$ cat src/rtl/handshake_constant_buffered.sv
// rtl/handshake_constant_buffered.sv - buffered constant source: pending ctrl-token count, REPEAT tokens of VALUE each
module handshake_constant_buffered #(
  parameter int                    DATA_WIDTH = 32,
  parameter logic [DATA_WIDTH-1:0] VALUE      = {DATA_WIDTH{1'b1}},
  parameter int                    DEPTH      = 2,
  parameter int                    REPEAT     = 1
) (
  input  logic                         clk,
  input  logic                         rst,
  input  logic                         ctrl_valid,
  output logic                         ctrl_ready,
  output logic [DATA_WIDTH-1:0]        outs,
  output logic                         outs_valid,
  input  logic                         outs_ready,
  output logic                         outs_last,
  output logic [$clog2(DEPTH+1)-1:0]   occupancy
);

  localparam int PW = $clog2(DEPTH + 1);
  localparam int RW = (REPEAT > 1) ? $clog2(REPEAT) : 1;
  localparam logic [PW-1:0] PEND_FULL = PW'(DEPTH);
  localparam logic [RW-1:0] REP_LAST  = RW'(REPEAT - 1);

  if (DEPTH < 1) begin : g_bad_depth
    $fatal(1, "handshake_constant_buffered: DEPTH must be >= 1");
  end
  if (REPEAT < 1) begin : g_bad_repeat
    $fatal(1, "handshake_constant_buffered: REPEAT must be >= 1");
  end

  logic [PW-1:0] pend_q, pend_d;
  logic [RW-1:0] rep_q, rep_d;
  logic          acc, emt, fin;

  // Every output is a decode of pend_q/rep_q, so no input reaches an output combinationally.
  assign ctrl_ready = (pend_q != PEND_FULL);
  assign outs_valid = (pend_q != '0);
  assign outs_last  = outs_valid && (rep_q == REP_LAST);
  assign occupancy  = pend_q;
  assign outs       = VALUE;

  assign acc = ctrl_valid && ctrl_ready;
  assign emt = outs_valid && outs_ready;
  assign fin = emt && (rep_q == REP_LAST);

  always_comb begin
    rep_d = rep_q;
    if (fin) begin
      rep_d = '0;
    end else if (emt) begin
      rep_d = rep_q + RW'(1);
    end

    pend_d = pend_q;
    if (acc && !fin) begin
      pend_d = pend_q + PW'(1);
    end else if (!acc && fin) begin
      pend_d = pend_q - PW'(1);
    end
  end

  always_ff @(posedge clk or negedge rst) begin
    if (!rst) begin
      pend_q <= '0;
      rep_q  <= '0;
    end else begin
      pend_q <= pend_d;
      rep_q  <= rep_d;
    end
  end

endmodule

$ cat config.mk
export PLATFORM = sky130hd
export DESIGN_NAME = handshake_constant_buffered
export DESIGN_NICKNAME = d
export VERILOG_FILES = /design/src/rtl/handshake_constant_buffered.sv
export SDC_FILE = /design/constraint.sdc
export NUM_CORES = 1
export LEC_CHECK = 0
export ABC_AREA = 1
export BUFFER_PORTS_ARGS = -buffer_cell sky130_fd_sc_hd__buf_2
export CAP_MARGIN = 20
export CORE_AREA = 10 10 47 49
export DETAILED_ROUTE_END_ITERATION = 10
export DIE_AREA = 0 0 57 59
export HOLD_SLACK_MARGIN = 0.15
export PLACE_DENSITY = 0.77
export SKIP_LAST_GASP = 1
export SLEW_MARGIN = 20
export SYNTH_ARGS = -nofsm -noshare
export SYNTH_HDL_FRONTEND = slang
export SYNTH_SLANG_ARGS = --single-unit
$ cat constraint.sdc
create_clock -name clk -period 3.5 [get_ports clk]
set_input_delay 0.525 -clock clk [delete_from_list [all_inputs] [get_ports clk]]
set_output_delay 0.525 -clock clk [all_outputs]
set_load 0.005 [all_outputs]
==> metrics.txt <==
status=completed; setup_tns=0 ps; CTS tree=done; area growth from synthesis to layout=-6.51%; combinational power share=50.5%; vias in the first global route=288; CP max-delay cell=dfrtp_1; layout cells sized above 1=19.1%; Die Area=3360 sq um; Hold/Removal Path Class=flop to flop; flop-to-flop setup slack=2170 ps; Clock power frac=23.4%; Clock Skew=4.52 ps; Hold-fix buffers, CTS=1; most common cell in the synthesized netlist=buf_4; Pins Over Slew Limit=0; initial antenna violation count=0; P_int=0.000146 W; largest net degree at the start of global routing=7; CP endpoint kind=primary output; Post-synth top cells=buf_4, nand2_1, inv_1; Die Width=57 microns; final setup fails=0; Post-synth EDFFs=0; vias=269; Root Buffer Master=clkbuf_4; largest area contributor in the netlist=buf_4; CP startpoint kind=flop; power share of the sequential group=26.2%; Post-Syn Area=423 sq um; RSZ-0062 raised after global routing=false; Post-Synthesis Cells=56; CTS Sinks=3; worst-skew pair later-pin latency=230 ps; PD cells=641 nW/um^2; Period minus WS final=1540 ps; io pins=41; global-route wire length before repair=1.32 mm; ant diodes=0; ys flop type=dfrtp_1; Worst Path Required=2970 ps; Sw Pwr=0.000107 W; core region area=1400 sq um; H-tree Lvls=1; GPL Wtd Cong=0.751; syn avg cell area=7.55 sq um; vias per cell=3.20; GRT Overall Usage=4.82%; hold slack=536 ps; CP arrival=1020 ps; critical-path cell list=inv_1 -> a21oi_1 -> buf_2; worst vdd ir=0.202 mV; DRT Pass-1 Iters=1; DR WL/cell=10.0 microns; initial core utilization=30.2%; max incr delay on CP=420 ps; HPWL Detailed=775 microns; Core Rows=14; gr ovfl total=0; Yosys warnings=0; post-synth cell types=15; clock transition at the registers of the reported paths=40 ps; Final Cycle Share=44.1%; fmax=0.648 GHz; Synth top area share=56.8%; critical path class=flop to primary output; PortBufs=8; detailed-route DRC error count=0; register area share after synthesis=17.8%; worst-path maximum fanout=6; Antenna Nets Post-Route=0; Layout Nets=74; Die Height=59 microns; final wirelength=842 microns; Initial DRC Count=0; switch share=42.3%; Clock Path Buffers=2; Synth Register Bits=3; LEAKAGE=0.247 nW; post-cts resize count=0; final hold vios=0; asr flop ratio synth=100%; postcts setup bufs=0; CTS Buf Count=3; largest cells by area after synthesis=buf_4, dfrtp_1, nand2_1; max-cap violation count=0
## kinds of logic after synthesis
family                   Yosys count  synth area share [%]
other                              1                 0.887
adder cells (fa/ha/maj)            1                  2.96
AO/OA/AOI/OAI                      3                  4.73
AND/OR/NAND/NOR                   10                  10.4
buffers and inverters             37                  61.2
XOR/XNOR                           1                  2.07
flip-flops                         3                  17.8
## path summary, 6_finish.rpt
kind	depth (start not counted)	endpoint	startpoint
max	3	outs_last	occupancy[1]
min	2	rep_q	rep_q
max reg2reg	7	occupancy[1]	occupancy[0]
min reg2reg	2	rep_q	rep_q
max in group asynchronous	2	occupancy[1]	rst
min in group asynchronous	2	occupancy[0]	rst
## per-stage QoR
| step | area, sq um | setup slack (ps) | std cells | power (W) | utilization (%) |
|---|---|---|---|---|---|
| after floorplan | 539 | 2180 | 87 | 0.000172 | - |
| after global placement | 359 | 2050 | 79 | 0.000187 | 25.6 |
| after detailed placement | 359 | 2030 | 79 | 0.000195 | 25.6 |
| after CTS | 395 | 1950 | 84 | 0.000259 | 28.2 |
| after global routing | 395 | 1880 | 84 | 0.000289 | 28.2 |
| final | 395 | 1960 | 84 | 0.000253 | 28.2 |
## flip-flops by register name (all words and copies together) (netlist names)
signal / flops
occupancy: 2
rep_q: 1
## layout by cell type (no fill, tap or decap)
cell           Yosys  routed
a21boi_0           1       1
a21oi_1            1       1
buf_2              0       8
clkbuf_1           0       1
clkbuf_4           0       3
conb_1             1      32
dfrtp_1            3       3
dlygate4sd3_1      0       1
ha_1               1       1
inv_1              4       4
inv_2              1       1
nand2_1            6       6
nand2_2            1       1
nand3_1            1       1
nand4_1            1       1
nor2_1             1       1
o21a_1             1       1
xnor2_1            1       1
## metal layers
layer  vias to the layer above  share of wire, %  track usage, %
li1                        130                 -               -
met1                       108                38            4.70
met2                        31                41            6.51
met3                         0                21            5.15
met4                         0                 0            2.01
met5                         -                 0               0
## area by class of cell
type,instances,area [sq um]
Sequential cell,3,75.1
Timing Repair Buffer,9,50.0
Clock buffer,4,26.3
Tap cell,16,20.0
Inverter,5,18.8
Multi-Input combinational cell,47,205
Fill cell,163,1010
## worst max-delay path: cells and delay by family (launching register included)
kind	cells	cell delay [ps]
flip-flops	1	420
AO/OA/AOI/OAI	1	150
buffers and inverters	2	220
## power by group through the flow
stage,logic (W),clock network [W],registers (W)
after global placement,0.000122,0,0.0000646
after global routing,0.000148,0.0000711,0.0000695
after CTS,0.000130,0.0000628,0.0000661
after floorplan,0.000107,0,0.0000647
after detailed placement,0.000129,0,0.0000667
final,0.000128,0.0000592,0.0000663
No activity file was read; power rests on OpenSTA's default activity.
